`config.mk`:
```
export PLATFORM = sky130hd
export DESIGN_NAME = irom_loader
export DESIGN_NICKNAME = d
export VERILOG_FILES = /design/src/rtl/irom_loader_pkg.sv /design/src/rtl/irom_loader_byte_packer.sv /design/src/rtl/irom_loader.sv
export SDC_FILE = /design/constraint.sdc
export NUM_CORES = 1
export LEC_CHECK = 0
export CAP_MARGIN = 40
export CORE_UTILIZATION = 34
export DETAILED_ROUTE_END_ITERATION = 6
export PLACE_DENSITY = 0.6
export SYNTH_ARGS = -nofsm -noshare
export SYNTH_HDL_FRONTEND = slang
export SYNTH_SLANG_ARGS = --single-unit
```
`constraint.sdc`:
```
create_clock -name clk -period 2.4 [get_ports clk]
set_input_delay 0.24 -clock clk [delete_from_list [all_inputs] [get_ports clk]]
set_output_delay 0.24 -clock clk [all_outputs]
set_load 0.01 [all_outputs]
```
`src/rtl/irom_loader_pkg.sv`:
```
// Shared types for the IROM boot loader: FSM state encoding and state-class helper.
// LOADER_CHECKSUM_EN (see irom_loader.sv) is the only build option of this slice.
package irom_loader_pkg;

    typedef enum logic [2:0] {
        LDR_IDLE  = 3'd0,
        LDR_LEN0  = 3'd1,
        LDR_LEN1  = 3'd2,
        LDR_DATA  = 3'd3,
        LDR_WRITE = 3'd4,
        LDR_CHK   = 3'd5,
        LDR_DONE  = 3'd6,
        LDR_ERR   = 3'd7
    } ldr_state_t;

    // States in which the loader waits on the byte stream and the idle timer runs.
    function automatic logic is_waiting(input ldr_state_t s);
        return s inside {LDR_LEN0, LDR_LEN1, LDR_DATA, LDR_CHK};
    endfunction

endpackage

```
`src/rtl/irom_loader_byte_packer.sv`:
```
// Packs four little-endian stream bytes into one 32-bit instruction word.
// word_ready pulses combinationally with the 4th accepted byte; word is valid the cycle after.
module irom_loader_byte_packer (
    input  logic        clk,
    input  logic        rst,
    input  logic        clear,
    input  logic        byte_en,
    input  logic [7:0]  byte_data,
    output logic        word_ready,
    output logic [31:0] word
);
    logic [1:0] byte_idx;

    // NOTE: state elements use non-blocking assignments so every flop samples pre-edge values.
    always_ff @(posedge clk) begin
        if (rst || clear) begin
            byte_idx <= '0;
            word     <= '0;
        end else if (byte_en) begin
            byte_idx <= byte_idx + 2'd1;
            word     <= {byte_data, word[31:8]};
        end
    end

    assign word_ready = byte_en && (byte_idx == 2'd3);

endmodule

```
`src/rtl/irom_loader.sv`:
```
// Boot-time IROM writer: length-prefixed byte stream -> consecutive 32-bit IROM words from 0.
// Define LOADER_CHECKSUM_EN to require a trailing XOR checksum byte (CHK state).
module irom_loader
    import irom_loader_pkg::*;
#(
    parameter int ADDR_W         = 10,
    parameter int TIMEOUT_CYCLES = 100000
) (
    input  logic              clk,
    input  logic              rst,
    input  logic              start,
    input  logic              byte_valid,
    input  logic [7:0]        byte_data,
    output logic              byte_ready,
    output logic              setup,
    output logic              irom_wr_en,
    output logic [ADDR_W-1:0] irom_wr_addr,
    output logic [31:0]       irom_wr_data,
    output logic [ADDR_W:0]   loaded_count,
    output logic              done,
    output logic              error
);
    localparam int          CNT_W  = ADDR_W + 1;
    localparam int          IDLE_W = $clog2(TIMEOUT_CYCLES + 1);
    localparam logic [16:0] DEPTH  = 17'd1 << ADDR_W;

    ldr_state_t        state, state_next;
    logic              xfer, start_ok, word_ready, timed_out;
    logic [7:0]        len_lo;
    logic [16:0]       len_n;
    logic [CNT_W-1:0]  len_words, count_plus1;
    logic [IDLE_W-1:0] idle_cnt;

    assign xfer        = byte_valid && byte_ready;
    assign start_ok    = start && (state inside {LDR_IDLE, LDR_DONE, LDR_ERR});
    assign len_n       = {1'b0, byte_data, len_lo};
    assign count_plus1 = loaded_count + CNT_W'(1);
    assign timed_out   = is_waiting(state) && !xfer && (idle_cnt == IDLE_W'(TIMEOUT_CYCLES - 1));

`ifdef LOADER_CHECKSUM_EN
    logic [7:0] csum;

    always_ff @(posedge clk) begin
        if (rst || start_ok)
            csum <= '0;
        else if (xfer && state != LDR_CHK)
            csum <= csum ^ byte_data;
    end
`endif

    irom_loader_byte_packer u_packer (
        .clk        (clk),
        .rst        (rst),
        .clear      (start_ok),
        .byte_en    (xfer && state == LDR_DATA),
        .byte_data  (byte_data),
        .word_ready (word_ready),
        .word       (irom_wr_data)
    );

    always_ff @(posedge clk) begin
        if (rst) begin
            state        <= LDR_IDLE;
            loaded_count <= '0;
            len_lo       <= '0;
            len_words    <= '0;
            idle_cnt     <= '0;
        end else begin
            state <= state_next;
            if (start_ok)
                loaded_count <= '0;
            else if (state == LDR_WRITE)
                loaded_count <= count_plus1;
            if (state == LDR_LEN0 && xfer)
                len_lo <= byte_data;
            if (state == LDR_LEN1 && xfer)
                len_words <= len_n[CNT_W-1:0];
            if (!is_waiting(state) || xfer)
                idle_cnt <= '0;
            else if (!timed_out)
                idle_cnt <= idle_cnt + IDLE_W'(1);
        end
    end

    // NOTE: next state defaults to the current state first, so no path leaves it unassigned.
    always_comb begin
        state_next = state;
        if (start_ok) begin
            state_next = LDR_LEN0;
        end else if (timed_out) begin
            state_next = LDR_ERR;
        end else begin
            case (state)
                LDR_LEN0: if (xfer) state_next = LDR_LEN1;
                LDR_LEN1: if (xfer) begin
                    if (len_n > DEPTH)       state_next = LDR_ERR;
                    else if (len_n == 17'd0) state_next = LDR_DONE;
                    else                     state_next = LDR_DATA;
                end
                LDR_DATA: if (word_ready) state_next = LDR_WRITE;
                LDR_WRITE: begin
                    if (count_plus1 != len_words) state_next = LDR_DATA;
`ifdef LOADER_CHECKSUM_EN
                    else                          state_next = LDR_CHK;
`else
                    else                          state_next = LDR_DONE;
`endif
                end
`ifdef LOADER_CHECKSUM_EN
                LDR_CHK: if (xfer) state_next = (byte_data == csum) ? LDR_DONE : LDR_ERR;
`endif
                default: state_next = state;
            endcase
        end
    end

    assign byte_ready   = is_waiting(state);
    assign setup        = is_waiting(state) || (state == LDR_WRITE);
    assign irom_wr_en   = (state == LDR_WRITE);
    assign irom_wr_addr = loaded_count[ADDR_W-1:0];
    assign done         = (state == LDR_DONE);
    assign error        = (state == LDR_ERR);

endmodule
```
======== After elaboration in Yosys (flattened, before gate mapping) ========
Cells that the tools add are included.
word-level totals
  output and inout bits ................... 58
  logic and storage cells ................. 60
  input bits .............................. 12
  ROM bits ................................ 0
  bits in latches ......................... 0
  bits in writable memories ............... 0
  memories ................................ 0
  bits in registers ....................... 84
operators by class
  add/subtract/negate cells ............... 3
  shift-type cells ........................ 0
  reduce and logical (&&, ||, !) cells .... 23
  muxes and demuxes ....................... 9
  divide/modulo/power cells ............... 0
  equality and inequality tests ........... 16
  $lt $le $gt $ge ......................... 1
  $mul .................................... 0
  bitwise operators ....................... 0
operators with widths
  kind                   number
  $mux 3                 7
  $add 17x1->17 const B  1
  $eq 17x17->1 const B   1
  $logic_not 17->1       1
  $gt 16x11->1 const B   1
  $eq 3x3->1 const B     4
  $pmux 3 s4             1
  $add 11x1->11 const B  1
  $ne 11x11->1           1
  $logic_and 1x1->1      8
  $ne 4x3->1 const B     2
  $reduce_and 4->1       2
  $eq 3x2->1 const B     2
  $ne 3x3->1 const B     2
  $reduce_bool 6->1      1
  $reduce_bool 5->1      1
  $ne 4x2->1 const B     1
  $reduce_bool 4->1      1
  $reduce_or 2->1        2
  $eq 3x1->1 const B     1
  $logic_not 3->1        1
  $logic_or 1x1->1       3
  $ne 3x2->1 const B     1
  $reduce_bool 3->1      1
  4 further kinds        5

======== Logic depth before layout (Yosys ltp) ========
Gate-level depths: netlist (run 1).
  word-level depth ........................ 9
  gate-level depth with buffers ........... 8

======== Modules after synthesis ========
From an unflattened synthesis (run 1), not the netlist that was laid out.
second synthesis, totals
  cell total of the unflattened synthesis .. 439
  area, all modules ....................... 4015.1 µm²
modules (own cells, without submodules)
  module                   sequential area each (µm²)  cells an instance  instances  area each (µm²)
  irom_loader              1001.0                      326                1          2738.9
  irom_loader_byte_packer  680.7                       113                1          1276.2

======== Least setup slack after synthesis (run 1) ========
Ideal clock, no wire load.
  kind .................................... register to register
  from .................................... register loaded_count[0]
  to ...................................... register state[2]
  path buffers ............................ 1
  data arrival time ....................... 2.153 ns
  stages on the path, launching flop included .. 9
  period minus slack after synthesis ...... 2.212 ns
  path slack .............................. 0.188 ns
  data required time ...................... 2.342 ns
  cells stage by stage .................... dfxtp_1 ha_1 and2_1 buf_2 a31o_2 a222oi_1 o211ai_1 or4_1 nand2_1
on the way
  longest elaborated chain between the ends .. 5
ends and longest elaborated chain
  item                      line                text
  start: declaration        irom_loader.sv:19   output logic [ADDR_W:0] loaded_count,
  start signal: assignment  irom_loader.sv:73   loaded_count <= count_plus1;
  $add 11x1->11             irom_loader.sv:37   assign count_plus1 = loaded_count + CNT_W'(1);
  $ne 11x11->1              irom_loader.sv:102  if (count_plus1 != len_words) state_next = LDR_DATA;
  $mux 3                    irom_loader.sv:102
  $pmux 3 s4                irom_loader.sv:93   case (state)
  $mux 3                    irom_loader.sv:90   end else if (timed_out) begin
  end signal: assignment    irom_loader.sv:69   state <= state_next;
  end: declaration          irom_loader.sv:27   ldr_state_t state, state_next;
No other way between the ends.
A chain may end at the register's enable or synchronous reset.

======== Worst setup path in the final report (run 1) ========
Same ends and word-level chain as after synthesis.

==> flow_metrics.py, run 1 <==
metrics = {
    "routing": {
        "ant_nets": 0,
        "wl_mm": 8.790,
        "vias": 3350,
        "wl_per_cell_um": 13.04,
        "drc": 0,
        "drt-initial-drc-count": 150,
        "drt_first_pass_iters": 4,
        "via_per_inst": 4.970,
    },
    "floorplanning": {
        "die_w_um": 107.5,
        "rows": 38,
        "die_y_um": 107.5,
        "core_area_um2": 10840,
        "start_util_pct": 34.94,
        "dieArea_um2": 11570,
        "pin_count": 70,
    },
    "place": {
        "pre_cts_ws_ns": 0.1871,
        "io_buffers": 69,
        "gp_congestion": 0.8542,
        "dp_hpwl_mm": 6.166,
    },
    "clocking": {
        "cts_tree": "built",
        "cts-root-buf": "clkbuf_8",
        "clk_pin_slew_ns": 0.08,
        "clock_latency_ns": 0.36,
        "clk_path_buf_depth": 2,
        "numCtsBuffers": 9,
        "clkSinkCount": 84,
        "h-tree-depth": 3,
    },
    "setup_path": {
        "arrival_ns": 2.53,
        "cp-start-kind": "flop",
        "worst_setup_path_end_kind": "flop",
        "cp_max_fo": 6,
        "critPathRequiredTime_ns": 2.71,
        "path_delay_family": "compound AO/OA/AOI/OAI gates",
        "cp_cell_sequence": "ha_1 -> o21ba_1 -> a221o_1 -> a222oi_1 -> o211ai_1 -> or4_1 -> nand2_1",
        "cpPeakStageDelay_ns": 0.52,
        "crit_buf_inv": 0,
        "path_class": "reg -> reg",
        "cp_slowest_cell": "or4_1",
    },
    "finish": {
        "fillers": 1105,
        "drive_gt1_share_pct": 6.742,
        "final_cell_mix": "nand2_1 (121), dfxtp_1 (84), clkdlybuf4s50_1 (69)",
        "fin_nets": 545,
        "diodes": 0,
        "ff_latch_area_um2": 1682,
        "multi_input_area_um2": 1897,
        "syn_to_final_growth_pct": 26.59,
        "final_common_cell": "nand2_1",
    },
    "power_and_ir_drop": {
        "vdd_ir_drop_max_mv": 0.2544,
        "p_leak_nw": 1.593,
        "power.density_nw_per_um2": 588.4,
    },
    "global_route": {
        "grt_pass1_vias": 3042,
        "grt_pass1_wl_mm": 14.43,
        "grt_max_degree": 36,
        "gr-total-overflow": 0,
        "track_usage_pct": 15.84,
        "grt_antenna_before_repair": 0,
    },
    "sta": {
        "min_period_over_period_pct": 92.69,
        "rsz0062_at_grt": "false",
        "fin_worst_skew_ns": 0.005939,
        "fin_tns_setup_ns": 0,
        "finalSetupViolCount": 0,
        "setup_ws_ns": 0.1754,
        "tightest_slew_ns": 0.5885,
        "drv_slew": 0,
        "hold_viol_final": 0,
        "period_minus_slack_ns": 2.225,
        "max_freq_mhz": 449.5,
        "slew_headroom_pct": 60.76,
    },
    "synth": {
        "synth-async-reset-ratio_pct": 0,
        "synth_edf_count": 0,
        "synth_cell_types": 47,
        "synthCells": 476,
        "ys_seq_elements": 84,
        "syn-num-nets": 491,
        "syn_avg_cell_area_um2": 7.957,
        "yosysWarnings": 0,
        "synth_flop_cell": "dfxtp_1",
        "ys_seq_area_share_pct": 44.40,
        "synth_area_um2": 3787,
    },
    "job": {
        "drv_cap": 0,
    },
    "hold_path": {
        "hold_path_class": "reg -> reg",
    },
    "run_status": {
        "status": "finished clean",
    },
}
-- final timing paths --
path | startpoint | end | slack (ns) | cells past startpoint
hold / removal | u_packer.word[2]$_SDFFE_PP0P_ | u_packer.word[2]$_SDFFE_PP0P_ | 0.46 | 2
setup / recovery | loaded_count[0]$_SDFFE_PP0P_ | state[2]$_SDFFE_PP0P_ | 0.18 | 7
setup reg to reg | loaded_count[0]$_SDFFE_PP0P_ | state[2]$_SDFFE_PP0P_ | 0.18 | 7
hold reg to reg | u_packer.word[2]$_SDFFE_PP0P_ | u_packer.word[2]$_SDFFE_PP0P_ | 0.46 | 2
-- metal layers --
layer  global-route usage, %  share of wire (%)  wire length [um]
met5                       0                  0                 0
met4                   6.556                1.8               160
met3                   3.814                3.3               292
met2                   25.32                 47              4143
met1                   20.33                 48              4194
-- state kept, by name (all words and copies together) (netlist names) --
signal,flops
idle_cnt,17
len_lo,8
len_words,11
loaded_count,11
state,3
u_packer.byte_idx,2
u_packer.word,32
-- what timing repair did --
item                       in CTS  in global routing
setup endpoints to repair       0                  1
hold endpoints to repair        0                  0
resized for setup               0                  2
hold buffers                    0                  0
buffers inserted                0                  0
-- area by class of cell --
class	instances	share of cell area (%)
clock buffers	9	2.584
clock inverters	6	2.349
inverters	3	0.2349
multi-input cells	351	39.56
flip-flops and latches	84	35.07
well taps	140	3.653
repair buffers	81	16.54
-- stage by stage --
| step | utilization (%) | instances | instance area (um2) | power [mW] | hold slack (ns) |
|---|---|---|---|---|---|
| 2_1_floorplan | - | 476 | 3787 | 1.576 | 0.3760 |
| 3_3_place_gp | 42.02 | 659 | 4556 | 1.655 | 0.4432 |
| 3_5_place_dp | 42.02 | 659 | 4556 | 1.657 | 0.4485 |
| 4_1_cts | 44.21 | 674 | 4792 | 2.864 | 0.4601 |
| 5_1_grt | 44.23 | 674 | 4795 | 2.953 | 0.4704 |
| 6_report | 44.23 | 674 | 4795 | 2.821 | 0.4590 |
-- synthesized netlist by cell type (3+ instances only) --
| master | n | share of area [%] |
|---|---|---|
| nand2_1 | 121 | 12 |
| dfxtp_1 | 84 | 44 |
| a21oi_1 | 61 | 8.1 |
| nor2_1 | 31 | 3.1 |
| xor2_1 | 21 | 4.9 |
| clkbuf_1 | 17 | 1.7 |
| xnor2_1 | 14 | 3.2 |
| buf_4 | 12 | 2.4 |
| nand3_1 | 12 | 1.6 |
| nand4_1 | 8 | 1.3 |
| and3_1 | 7 | 1.2 |
| or3_1 | 7 | 1.2 |
| nor3_1 | 6 | 0.79 |
| o21ai_0 | 6 | 0.79 |
| and2_1 | 5 | 0.83 |
| a31oi_1 | 4 | 0.66 |
| buf_1 | 4 | 0.40 |
| buf_2 | 4 | 0.53 |
| nand2b_1 | 4 | 0.66 |
| nor2b_1 | 4 | 0.66 |
| a211oi_1 | 3 | 0.59 |
| ha_1 | 3 | 0.99 |
| inv_1 | 3 | 0.30 |
| nor3b_1 | 3 | 0.59 |
| nor4_1 | 3 | 0.50 |
-- worst register-to-register path, delay by kind of cell, from the launching register on --
family                   cells  cell delay [ns]
AO/OA/AOI/OAI                4             1.01
adder cells (fa/ha/maj)      1             0.27
flip-flops                   1             0.32
AND/OR/NAND/NOR              2             0.59
-- logic make-up (layout without fill, tap and decap cells) --
group                    Yosys count  after routing  share of synthesized area [%]
adder cells (fa/ha/maj)            3              3                         0.9912
AO/OA/AOI/OAI                     87             87                          13.15
XOR/XNOR                          35             35                          8.094
flip-flops                        84             84                          44.40
multiplexers                       2              2                         0.5286
AND/OR/NAND/NOR                  224            224                          27.25
buffers and inverters             41             99                          5.583
-- power by group --
part / total [mW] / internal [mW] / switching (mW)
clock network: 1.20 / 0.689 / 0.510
logic: 0.195 / 0.0783 / 0.117
registers: 1.43 / 1.41 / 0.0191
(Power assumes the default switching activity.)
==> inputs of run 2 (changes only) <==
==> constraint.sdc (replaced) <==
create_clock -name clk -period 2.4 [get_ports clk]
set_input_delay 0.36 -clock clk [delete_from_list [all_inputs] [get_ports clk]]
set_output_delay 0.36 -clock clk [all_outputs]
set_load 0.01 [all_outputs]
==> run 2 against run 1 <==
Effect of this change:
- combinational power barely moved
- utilization is 0.46 points lower
- sequential power barely moved
- largest power group unchanged
==> flow_metrics.py, run 2 (synthesis gave the netlist of run 1 again) <==
metrics = {
    "run_status": {
        "status": "finished clean",
    },
    "setup_path": {
        "reg2reg_from": "loaded_count[0]$_SDFFE_PP0P_",
        "cp_slowest_cell": "or4_1",
        "crit_buf_inv": 0,
        "cp-startpoint": "loaded_count[0]$_SDFFE_PP0P_",
        "cp_cell_sequence": "ha_2 -> o21ba_1 -> a221o_1 -> a222oi_1 -> o211ai_1 -> or4_1 -> nand2_1",
        "path_delay_family": "compound AO/OA/AOI/OAI gates",
        "arrival_ns": 2.55,
        "critPathRequiredTime_ns": 2.71,
        "cpPeakStageDelay_ns": 0.52,
        "cp_max_fo": 6,
        "path_class": "reg -> reg",
        "cp-start-kind": "flop",
        "worst_setup_path_end_kind": "flop",
    },
    "routing": {
        "wl_per_cell_um": 13.10,
        "drt-met1-wl_mm": 4.251,
        "dr_wl_met2_mm": 4.213,
        "drt-initial-drc-count": 119,
        "vias": 3328,
        "drt_first_pass_iters": 4,
        "wl_mm": 8.844,
        "via_per_inst": 4.930,
        "routed.top_layer": "met4",
        "met3WireLength_um": 290,
        "drc": 0,
        "ant_nets": 0,
    },
    "power_and_ir_drop": {
        "p_leak_nw": 1.559,
        "power.density_nw_per_um2": 544.0,
        "vdd_ir_drop_max_mv": 0.2616,
        "power.total_mw": 2.581,
    },
    "clocking": {
        "cts_tree": "built",
        "cts_resized": 0,
        "numCtsBuffers": 9,
        "hold_buffers": 0,
        "clock_latency_ns": 0.36,
        "clk_path_buf_depth": 2,
        "h-tree-depth": 3,
        "clkSinkCount": 84,
        "cts_setup_buffers": 0,
        "cts-root-buf": "clkbuf_8",
        "clk_pin_slew_ns": 0.09,
    },
    "floorplanning": {
        "rows": 38,
        "start_util_pct": 34.94,
        "die_w_um": 107.5,
        "dieArea_um2": 11570,
        "core_area_um2": 10840,
        "die_y_um": 107.5,
        "pin_count": 70,
    },
    "finish": {
        "final_cell_mix": "nand2_1 (121), dfxtp_1 (84), clkdlybuf4s50_1 (69)",
        "largest_registers": "u_packer.word (32), idle_cnt (17)",
        "fin_nets": 545,
        "diodes": 0,
        "top_register": "u_packer.word",
        "drive_gt1_share_pct": 7.103,
        "syn_to_final_growth_pct": 25.27,
        "multi_input_area_um2": 1899,
        "final_common_cell": "nand2_1",
        "fillers": 1096,
        "ff_latch_area_um2": 1682,
        "largest_reg_flops": 32,
    },
    "hold_path": {
        "min_from": "len_lo[4]$_SDFFE_PP0P_",
        "hold_path_class": "reg -> reg",
    },
    "sta": {
        "whs_ns": 0.4564,
        "tightest_slew_ns": 0.5724,
        "setup_ws_ns": 0.1602,
        "drv_slew": 0,
        "hold_viol_final": 0,
        "period_minus_slack_ns": 2.240,
        "min_period_over_period_pct": 93.33,
        "max_freq_mhz": 446.5,
        "slew_headroom_pct": 61.84,
        "fin_worst_skew_ns": 0.01319,
        "rsz0062_at_grt": "false",
        "fin_tns_setup_ns": 0,
        "finalSetupViolCount": 0,
    },
    "place": {
        "gp_congestion": 0.8363,
        "io_buffers": 69,
        "dp_hpwl_mm": 6.210,
        "pre_cts_ws_ns": 0.1187,
    },
    "global_route": {
        "track_usage_pct": 15.90,
        "grt_pass1_vias": 3035,
        "grt_antenna_before_repair": 0,
        "grt_pass1_wl_mm": 14.42,
        "gr-total-overflow": 0,
        "grt_max_degree": 36,
    },
    "job": {
        "drv_cap": 0,
    },
}
## run 2: cell count changes in the layout (fill, tap and decap cells not counted)
| cell | delta |
|---|---|
| bufinv_16 | -3 |
| clkinvlp_4 | +2 |
| inv_6 | +2 |
| clkbuf_8 | +1 |
| clkinv_4 | -1 |
| ha_1 | -1 |
| ha_2 | +1 |
## run 2: metrics by stage
| stage | cell area, um2 | std cells | util (%) |
|---|---|---|---|
| after floorplan | 3787 | 476 | - |
| after global placement | 4556 | 659 | 42.02 |
| after detailed placement | 4556 | 659 | 42.02 |
| after CTS | 4740 | 675 | 43.72 |
| after global routing | 4745 | 675 | 43.77 |
| final | 4745 | 675 | 43.77 |
## run 2: final cells by class
class                      instances  share of cell area (%)
clock inverter                     6                  0.9757
timing repair buffer              81                   16.72
inverter                           3                  0.2373
sequential                        84                   35.44
clock buffer                      10                   2.901
multi-input combinational        351                   40.03
tap                              140                   3.692
## run 2: power by group
| part | switching, mW | internal (mW) | total (mW) |
|---|---|---|---|
| combinational | 0.118 | 0.0784 | 0.197 |
| sequential | 0.0185 | 1.41 | 1.43 |
| clock | 0.544 | 0.414 | 0.957 |
## run 2: final timing paths
kind	endpoint	slack, ns	depth (start not counted)
setup / recovery	state[2]$_SDFFE_PP0P_	0.16	7
hold / removal	len_words[4]$_SDFFE_PP0P_	0.46	2
setup reg to reg	state[2]$_SDFFE_PP0P_	0.16	7
hold reg to reg	len_words[4]$_SDFFE_PP0P_	0.46	2
## run 2: tightest hold or removal path, stage by stage, from the launching register on
cell and delay, ns:
dfxtp_1 0.32, nand2_1 0.06, a21oi_1 0.05
## run 2: layer usage
layer / global-route usage [%] / vias up
met5: 0 / -
met4: 5.577 / 0
met3: 3.874 / 9
met2: 26.19 / 63
met1: 20.11 / 1555
li1: - / 1701
